## src/rtl/input_pack_ctrl.sv

```systemverilog
// ---------------------------------------------------------------------------
// input_pack_ctrl
//   Front-end packer for the PolyEval datapath. It collects LANES consecutive
//   WID_D-bit coefficient words into one group, and keeps the groups in a
//   BANKS-deep ring of register banks so that input and output can proceed
//   in the same cycle. Full groups go to the evaluator with valid/ready
//   backpressure. Lane 0 holds the oldest word of a group.
//
//   Optional feature: define INPUT_PACK_FLUSH_EN to add flush_i/last_o. A
//   flush closes a partial group early. Unwritten lanes of that group read
//   as 0, and the group is tagged with last_o.
//
// Handshake: a transfer takes place on a rising clk edge where valid and
//   ready are both 1. Valid never waits for ready. dt_rdy_o is derived only
//   from registered state, so there is no combinational path from dt_rdy_i.
//
// Ports:
//   clk       clock, all logic on posedge
//   rst       synchronous reset, active-high
//   data_i    input word
//   dt_vld_i  input word valid
//   dt_rdy_o  input ready (write bank has room)
//   a_o       output group, lane k at a_o[k*WID_D +: WID_D], 0 when idle
//   dt_vld_o  output group valid
//   dt_rdy_i  downstream ready
//   flush_i   close partial group   (INPUT_PACK_FLUSH_EN only)
//   last_o    group closed by flush (INPUT_PACK_FLUSH_EN only)
//   occ_o     number of full banks, 0..BANKS
// ---------------------------------------------------------------------------
module input_pack_ctrl #(
    parameter int WID_D = 32,
    parameter int LANES = 2,
    parameter int BANKS = 2
) (
    input  logic                       clk,
    input  logic                       rst,
    input  logic [WID_D-1:0]           data_i,
    input  logic                       dt_vld_i,
    output logic                       dt_rdy_o,
    output logic [LANES*WID_D-1:0]     a_o,
    output logic                       dt_vld_o,
    input  logic                       dt_rdy_i,
`ifdef INPUT_PACK_FLUSH_EN
    input  logic                       flush_i,
    output logic                       last_o,
`endif
    output logic [$clog2(BANKS+1)-1:0] occ_o
);

    localparam int LW = (LANES > 1) ? $clog2(LANES) : 1;
    localparam int BW = $clog2(BANKS);
    localparam int OW = $clog2(BANKS+1);

    logic [WID_D-1:0] bank_q [BANKS][LANES];
    logic [BANKS-1:0] bank_full_q;
    logic [BW-1:0]    wr_bank_q;
    logic [BW-1:0]    rd_bank_q;
    logic [LW-1:0]    wr_lane_q;
    logic [OW-1:0]    occ_q;

    logic accept;
    logic consume;
    logic close;
    logic [BW-1:0] wr_bank_nxt;
    logic [BW-1:0] rd_bank_nxt;

    assign dt_rdy_o = !bank_full_q[wr_bank_q];
    assign dt_vld_o = bank_full_q[rd_bank_q];
    assign occ_o    = occ_q;

    assign accept  = dt_vld_i && dt_rdy_o;
    assign consume = dt_vld_o && dt_rdy_i;

    assign wr_bank_nxt = (wr_bank_q == BW'(BANKS-1)) ? '0 : wr_bank_q + 1'b1;
    assign rd_bank_nxt = (rd_bank_q == BW'(BANKS-1)) ? '0 : rd_bank_q + 1'b1;

`ifdef INPUT_PACK_FLUSH_EN
    logic [LANES-1:0] wr_mask_q;  // lanes of the open bank written so far
    logic [BANKS-1:0] last_q;
    logic             flush_close;

    // A flush closes the open group only if it holds at least one word,
    // which includes a word accepted on this same edge.
    assign flush_close = flush_i && dt_rdy_o && ((wr_lane_q != '0) || accept);
    assign close       = (accept && (wr_lane_q == LW'(LANES-1))) || flush_close;
    assign last_o      = last_q[rd_bank_q] && dt_vld_o;
`else
    assign close = accept && (wr_lane_q == LW'(LANES-1));
`endif

    // Output group is forced to zero whenever no group is presented.
    always_comb begin
        a_o = '0;
        if (dt_vld_o) begin
            for (int l = 0; l < LANES; l++) begin
                a_o[l*WID_D +: WID_D] = bank_q[rd_bank_q][l];
            end
        end
    end

    always_ff @(posedge clk) begin
        if (rst) begin
            bank_full_q <= '0;
            wr_bank_q   <= '0;
            rd_bank_q   <= '0;
            wr_lane_q   <= '0;
            occ_q       <= '0;
`ifdef INPUT_PACK_FLUSH_EN
            wr_mask_q   <= '0;
            last_q      <= '0;
`endif
        end else begin
            if (accept) begin
                bank_q[wr_bank_q][wr_lane_q] <= data_i;
            end
`ifdef INPUT_PACK_FLUSH_EN
            // Zero every lane that was never written, so stale data from an
            // earlier group cannot leak out of a short group.
            if (flush_close) begin
                for (int l = 0; l < LANES; l++) begin
                    if (!wr_mask_q[l] && !(accept && (wr_lane_q == LW'(l)))) begin
                        bank_q[wr_bank_q][l] <= '0;
                    end
                end
            end
`endif
            if (close) begin
                bank_full_q[wr_bank_q] <= 1'b1;
                wr_lane_q              <= '0;
                wr_bank_q              <= wr_bank_nxt;
`ifdef INPUT_PACK_FLUSH_EN
                wr_mask_q              <= '0;
                last_q[wr_bank_q]      <= flush_i;
`endif
            end else if (accept) begin
                wr_lane_q              <= wr_lane_q + 1'b1;
`ifdef INPUT_PACK_FLUSH_EN
                wr_mask_q[wr_lane_q]   <= 1'b1;
`endif
            end
            // Filling requires the write bank to be empty, and consuming
            // requires the read bank to be full. The two indices therefore
            // differ whenever both happen in the same cycle.
            if (consume) begin
                bank_full_q[rd_bank_q] <= 1'b0;
                rd_bank_q              <= rd_bank_nxt;
            end
            occ_q <= occ_q + OW'(close) - OW'(consume);
        end
    end

endmodule

```

## config.mk

```make
export PLATFORM = sky130hd
export DESIGN_NAME = input_pack_ctrl
export DESIGN_NICKNAME = d
export VERILOG_FILES = /design/src/rtl/input_pack_ctrl.sv
export SDC_FILE = /design/constraint.sdc
export NUM_CORES = 1
export LEC_CHECK = 0
export BUFFER_PORTS_ARGS = -buffer_cell sky130_fd_sc_hd__buf_2
export CAP_MARGIN = 5
export CORE_ASPECT_RATIO = 0.5
export CORE_MARGIN = 2
export CORE_UTILIZATION = 35
export CTS_CLUSTER_DIAMETER = 150
export DETAILED_ROUTE_END_ITERATION = 7
export HOLD_SLACK_MARGIN = 0.02
export PLACE_DENSITY_LB_ADDON = 0.2
export SKIP_CTS_REPAIR_TIMING = 1
export SYNTH_ARGS = -nofsm -noshare
export SYNTH_HDL_FRONTEND = slang
export SYNTH_SLANG_ARGS = --single-unit
```

## constraint.sdc

```tcl
create_clock -name clk -period 4.4 [get_ports clk]
set_input_delay 0.22 -clock clk [delete_from_list [all_inputs] [get_ports clk]]
set_output_delay 0.22 -clock clk [all_outputs]
set_load 0.01 [all_outputs]
```

Word level (Yosys, flattened, before mapping)
Memory sizes are Yosys's and may differ from the RTL's. A register that Yosys moved wholly into a read port is not among the register bits.
Index checks and enable logic that the tools add are counted.

cells by class
  $add $sub $neg = 5
  magnitude comparators = 6
  mux-type cells = 21
  bitwise gates (word level) = 4
  reductions and logical operators = 8

operators by type and width
  kind                                                         count
  2-to-1 mux 64 bit                                            2
  demux 32 bit (select 1 bit)                                  1
  2-to-1 mux 32 bit                                            1
  2-to-1 mux 1 bit                                             12
  logical AND 1 bit                                            6
  2-to-1 mux 2 bit                                             3
  less-than comparator 1 x 2 -> 1 bit (second input constant)  2
  adder 1 bit (second input constant)                          3
  adder 2 x 1 -> 2 bit                                         1
  AND 2 bit                                                    1
  demux 1 bit (select 1 bit)                                   2
  >= comparator 1 bit (second input constant)                  2
  >= comparator 2 bit (second input constant)                  1
  less-than comparator 2 x 1 -> 1 bit (second input constant)  1
  inverter 1 -> 2 bit                                          1
  inverter 2 bit                                               1
  bitwise OR 2 bit                                             1
  OR reduction 2 bit                                           1
  subtractor 2 x 1 -> 2 bit                                    1
  zero test 1 bit                                              1

storage, ports and cells
  bits in registers = 7
  bits in writable memories = 128
  memories = 1

memories
  memory  depth  width  rd ports  clocked after memory_dff  write ports  RTL line  text
  bank_q  2      64     1         1                         1            54        logic [WID_D-1:0] bank_q [BANKS][LANES];

Longest topological paths before layout
Gate-level depths: netlist (run 1).

  depth after elaboration = 9
  depth in mapped cells = 8
  depth with buffers taken out = 7

Worst setup path before layout (run 1)
Ideal clock, no wire load.

  kind = flip-flop to flip-flop
  from = register wr_bank_q
  to = memory bank_q[0][32] (netlist bit) (enable)
  library setup time = 0.501 ns
  arrival time = 3.541 ns
  required time = 3.899 ns
  setup slack = 0.358 ns
  stages on the path, launching flop included = 2
  path buffers = 0
  cell sequence = dfxtp_1 -> nor4_1

between the ends
  longest elaborated chain between the ends = 7

RTL lines
  what                                                 RTL line  text
  start: declaration                                   56        logic [BW-1:0] wr_bank_q;
  start signal: assignment                             130       wr_bank_q <= wr_bank_nxt;
  2-to-1 mux 1 bit (implied by the code) (2 in a row)  67        assign dt_rdy_o = !bank_full_q[wr_bank_q];
  zero test 1 bit                                      67
  logical AND 1 bit                                    71        assign accept = dt_vld_i && dt_rdy_o;
  2-to-1 mux 1 bit                                     113       if (accept) begin
  2-to-1 mux 1 bit                                     102       if (rst) begin
  2-to-1 mux 64 bit (implied by the code)              114       bank_q[wr_bank_q][wr_lane_q] <= data_i;
  end: declaration                                     54

Several ways; a longest one is shown, not always the timed one. The select of a mux whose other input is x is not followed.

==> flow_summary.ini, run 1 <==
[run_status]
status = completed

[floorplan]
dieHeight_um = 90.0
pin_count = 104
core_area_um2 = 14500
die_area_um2 = 15800
die_w_um = 176
rows = 31
start_util_pct = 35.8

[yosys]
syn-num-nets = 352
synth_ff_type = edfxtp_1
syn_inst = 315
syn_avg_cell_area_um2 = 16.4
ys_types = 24
synth_edf_count = 128
syn_area_um2 = 5180
ys_seq_area_share_pct = 77.4
ys.warnings.count = 0
ys_ff_latch = 136
synthArstFlopShare_pct = 0

[final_layout]
layout_commonest_cell = edfxtp_1
syn_to_final_growth_pct = 27.4
final_net_count = 469
final_cell_mix = edfxtp_1, buf_2, nor2_1, mux2i_1, clkbuf_16
n_antenna_cell = 0
nFillCells = 1323
final_layout_size_suffix_gt1_share_pct = 33.7

[place]
gp_congestion = 0.729
dpl.hpwl_mm = 6.07
io_buffers = 103

[detailed_routing]
routedWlPerCell_um = 15.3
vias = 2860
first_pass_iters = 4
drc = 0
dr.first_iter.drc_count = 130
final_antenna_net_count = 0
vias_per_cell = 4.45
drt-total-wl_mm = 9.82

[power_and_ir_drop]
ir_drop_mv = 0.266
power_leakage_nw = 2.39
power_per_cell_area_nw_per_um2 = 459

[critical_path]
cp_max_fo = 49
path_depth = 4
crit_chain = buf_4, mux2i_1, nor2_1, buf_2
cp_num_buf_inv = 2
slowest_stage = dfxtp_4
r2r_slack_ps = 2040
arrival_ps = 2280
cp.required_ps = 4180
slowest_delay_ps = 940
rr_endpoint = bank_q[1][29]$_DFFE_PP_
path_class = reg2out
crit_path_end_kind = output pin
rr_worst_depth = 3
critPathLaunchType = flop
crit_family = flip-flops
rr_startpoint = wr_bank_q$_SDFFE_PP0P_

[cts]
clockBufferDepth = 2
cts_buffers = 17
clk_pin_slew_worst_paths_ps = 60
cts_tree = done
ctsHtreeMaxLevel = 4
cts-root-buf = clkbuf_16
cts.sinks = 136
clock_latency_ps = 400

[worst_hold_path]
hold-path-endpoint = bank_q[1][33]$_DFFE_PP_
worstHoldPathType = in2reg
min-delay-start = data_i[1]
holdPathStages = 1

[global_route]
grt_pass1_vias = 2895
antenna_found_initial = 0
grt_pass1_wl_mm = 15.5
grt_overflow = 0
grt_use_total_pct = 13.1
grt_max_degree = 67

[sta]
rsz0062_at_grt = false
timing.fmax_mhz = 399
hold_slack_ps = 33.7
setup_viol = 0
worst_pin_slew_ps = 1020
min_period_ps = 2500
relSlewSlack_pct = 31.9
fin_skew_ps = 8.84
fin_crit_sh_pct = 56.9
slew_viol_final = 0
hold_violations = 0
timing.setup.tns_ps = 0

[flow_run]
maxCapViolCount = 0
## metal layers
| metal | track usage [%] | up-vias | part of all wire [%] |
|---|---|---|---|
| met5 | 0 | - | 0 |
| met4 | 6.20 | 0 | 1.1 |
| met3 | 3.34 | 8 | 3.9 |
| met2 | 20.8 | 52 | 49 |
| met1 | 16.8 | 1397 | 46 |
| li1 | - | 1403 | - |
## flip-flops by register name, summed over array words and instances, names as in the netlist, named ones only
signal,cells
bank_full_q,2
bank_q,128
occ_o,2
rd_bank_q,1
wr_bank_q,1
wr_lane_q,1
## worst max-delay path by stage
stage	start	end	slack, ps
6_report	flop	a_o[10]	1900
5_1_grt	flop	a_o[59]	1720
4_1_cts	flop	a_o[30]	1830
3_5_place_dp	wr_bank_q$_SDFFE_PP0P_	bank_q[1][25]$_DFFE_PP_	1980
3_3_place_gp	wr_bank_q$_SDFFE_PP0P_	bank_q[1][26]$_DFFE_PP_	2050
2_1_floorplan	wr_bank_q$_SDFFE_PP0P_	bank_q[0][32]$_DFFE_PP_	360
## per-stage QoR
stage | area (um2) | setup slack (ps) | total power, W | util, % | instances
after floorplan | 5180 | 358 | 0.00156 | - | 315
after global placement | 5960 | 2050 | 0.00163 | 41.2 | 608
after detailed placement | 5960 | 1980 | 0.00163 | 41.2 | 608
after CTS | 6570 | 1830 | 0.00306 | 45.4 | 640
after global routing | 6600 | 1720 | 0.00315 | 45.6 | 643
final | 6600 | 1900 | 0.00303 | 45.6 | 643
## worst reg2reg max path, cell delays in order (launching register included)
cell	delay [ps]
dfxtp_1	450
mux2i_1	400
nand3_1	270
nor2_4	860
## power by group
part / total (W) / switching, W / internal, W / leakage (nW)
Combinational: 0.000137 / 0.0000811 / 0.0000554 / 0.869
Sequential: 0.00147 / 0.0000166 / 0.00145 / 1.23
Clock: 0.00142 / 0.000531 / 0.000893 / 0.293
## synthesized netlist by cell type (all sizes together) (2+ instances only)
| cell type | number | area share (%) |
|---|---|---|
| edfxtp | 128 | 74 |
| nor2 | 67 | 4.9 |
| mux2i | 66 | 13 |
| buf | 11 | 1.1 |
| dfxtp | 8 | 3.1 |
| nor3 | 5 | 0.48 |
| a21oi | 4 | 0.39 |
| clkbuf | 4 | 0.29 |
| inv | 3 | 0.22 |
| nand2 | 2 | 0.15 |
| nand3 | 2 | 0.19 |
| nor2b | 2 | 0.24 |
| o21ai | 2 | 0.19 |
| xnor2 | 2 | 0.34 |
## final cells by class
type,count,area [um2],share of cell area [%]
Clock inverter,15,178,2.69
Inverter,3,11.3,0.171
Timing Repair Buffer,113,598,9.07
Clock buffer,17,425,6.45
Sequential cell,136,4010,60.8
Tap cell,198,248,3.76
Multi-Input combinational cell,161,1130,17.1
## logic make-up after synthesis
logic type	count (synthesis)	synth area share, %
AOI/OAI and AO/OA	9	1.04
xor gates and xnor gates	2	0.338
adders and majority gates	1	0.242
buffers and inverters	18	1.57
DFF	136	77.4
muxes	67	13.1
and+or+nand+nor	82	6.41
No activity file was read; power rests on OpenSTA's default activity.
==> run 2: changes to the inputs <==
ABC_AREA = 1   (was not set)
clock period = 2.4 ns   (was 4.4 ns; I/O delays follow)
==> run 2 against run 1 <==
Net effect: via count up 15%; sequential power up 83%; non-clock buffer count is 38 higher; core utilization increased by 0.49 points; final cell count is 22% higher; clock power grew 75%; critical path depth is 2 higher; sequential share of layout area down 7.6 points; count of clock-buffer cells in the layout is the same; critical endpoint is now a_o[23]; largest cell class unchanged; largest power group unchanged.
==> flow_summary.ini, run 2 <==
[run_status]
status = completed

[sta]
slew_viol_final = 0
timing.fmax_mhz = 460
fin_crit_sh_pct = 90.7
setup_viol = 0
fin_skew_ps = 11.8
rsz0062_at_grt = false
hold_slack_ps = 42.7
worst_pin_slew_ps = 740
relSlewSlack_pct = 50.6
hold_violations = 0
timing.setup.tns_ps = 0
min_period_ps = 2180

[final_layout]
final_cell_mix = edfxtp_1, buf_2, nand2_1, inv_1, mux2_4
final_layout_size_suffix_gt1_share_pct = 39.8
n_antenna_cell = 0
layout_commonest_cell = edfxtp_1
final_net_count = 579
post-route-util_pct = 46.1
syn_to_final_growth_pct = 28.8
largest_reg_flops = 128
top_register = bank_q
fin_cells = 782

[yosys]
synth_ff_type = edfxtp_1
synthArstFlopShare_pct = 0
synth_edf_count = 128
ys_ff_latch = 136
ys.warnings.count = 0
synthTopCellsByCount = edfxtp_1, nand2_1, inv_1
ys_types = 22
syn_avg_cell_area_um2 = 15.2
syn_area_um2 = 5850
synth_most_common_cell = edfxtp_1
synth_top_area_share_pct = 65.7
syn-num-nets = 422
syn_inst = 385
ys_seq_area_share_pct = 68.4
ys_top_cells_by_area = edfxtp_1, mux2_4, nand2_1
synth_area_leader_cell = edfxtp_1

[critical_path]
cp.required_ps = 2280
cp_max_fo = 26
cp-startpoint = rd_bank_q$_SDFFE_PP0P_
crit_path_end_kind = output pin
arrival_ps = 2060
rr_startpoint = wr_bank_q$_SDFFE_PP0P_
path_class = reg2out
critPathLaunchType = flop

[floorplan]
dieHeight_um = 95.4
die_w_um = 187
rows = 33
pin_count = 104
core_area_um2 = 16400
start_util_pct = 35.8
die_area_um2 = 17800

[global_route]
grt_use_total_pct = 12.6
grt_overflow = 0
antenna_found_initial = 0
grt_pass1_wl_mm = 16.7
grt_pass1_vias = 3134
grtUsageMet2_pct = 21.3
gr-max-usage-layer = met2
grt_max_degree = 31
use_met1_pct = 15.6
grt_util_met3_pct = 3.94

[flow_run]
maxCapViolCount = 0

[detailed_routing]
drt-total-wl_mm = 11.3
dr.first_iter.drc_count = 133
first_pass_iters = 4
vias = 3294
drc = 0
routedWlPerCell_um = 14.5
final_antenna_net_count = 0
vias_per_cell = 4.21

[power_and_ir_drop]
power_per_cell_area_nw_per_um2 = 749
ir_drop_mv = 0.486
power_leakage_nw = 3.45
p_total_w = 0.00564

[cts]
clockBufferDepth = 2
cts-root-buf = clkbuf_16
clk_pin_slew_worst_paths_ps = 60
clock_latency_ps = 410
cts_buffers = 17
ctsHtreeMaxLevel = 4
cts.sinks = 136
cts_tree = done

[place]
gp_congestion = 0.746
dpl.hpwl_mm = 7.37
dp_cells = 716
io_buffers = 103

[worst_hold_path]
min-delay-start = dt_vld_i
worstHoldPathType = in2reg
[run 2: cell count changes in the layout (fill, tap and decap cells not counted), moves of 6 or more]
cell           previous run  this run
nor2_1                   66         6
nand2_1                   2        73
mux2_4                    1        60
mux2i_1                  65         0
buf_4                     7        13
inv_1                     2        68
dlygate4sd3_1             3        33
[run 2: power by group]
group          total (W)  switching (W)  leakage (nW)  internal [W]
Combinational   0.000470       0.000237          1.95      0.000233
Sequential       0.00269      0.0000292          1.23       0.00266
Clock            0.00248        0.00103         0.265       0.00145
Total            0.00564        0.00130          3.45       0.00434
[run 2: final timing paths]
kind,end,slack [ps],depth (start not counted)
hold / removal,wr_lane_q$_SDFFE_PP0N_,40,3
setup reg to reg,bank_q[0][59]$_DFFE_PP_,560,6
hold reg to reg,wr_lane_q$_SDFFE_PP0N_,500,2
setup / recovery,a_o[23],220,6
[run 2: area by class of cell]
type,instances,area (um2)
multi-input combinational,166,1430
fill,1505,8820
timing repair buffer,151,983
sequential,136,4010
tap,227,284
clock inverter,15,141
clock buffer,17,425
inverter,70,263
[run 2: logic make-up (layout without fill, tap and decap cells)]
| logic type | Yosys count | count (layout) | synth area share (%) |
|---|---|---|---|
| adders and majority gates | 1 | 1 | 0.214 |
| buffers and inverters | 84 | 253 | 7.98 |
| muxes | 64 | 64 | 16.2 |
| xor gates and xnor gates | 2 | 2 | 0.300 |
| AOI/OAI and AO/OA | 7 | 8 | 0.663 |
| DFF | 136 | 136 | 68.4 |
| and+or+nand+nor | 91 | 91 | 6.22 |
[run 2: worst max-delay path, stage by stage (launching register included)]
cell and delay, ps:
dfxtp_1 560, nand2_1 280, o21ai_4 300, buf_12 250
nand2_1 80, inv_1 50, buf_2 120
[run 2: metrics by stage]
stage	cell area, um2	setup WS [ps]
2_1_floorplan	5860	-186
3_3_place_gp	6630	518
3_5_place_dp	6630	531
4_1_cts	7190	91.3
5_1_grt	7530	82.7
6_report	7530	224
[run 2: routing by layer]
layer | vias up | share of wire (%)
met5 | - | 0
met4 | 0 | 0.65
met3 | 5 | 3.4
met2 | 53 | 48
met1 | 1620 | 48
li1 | 1616 | -
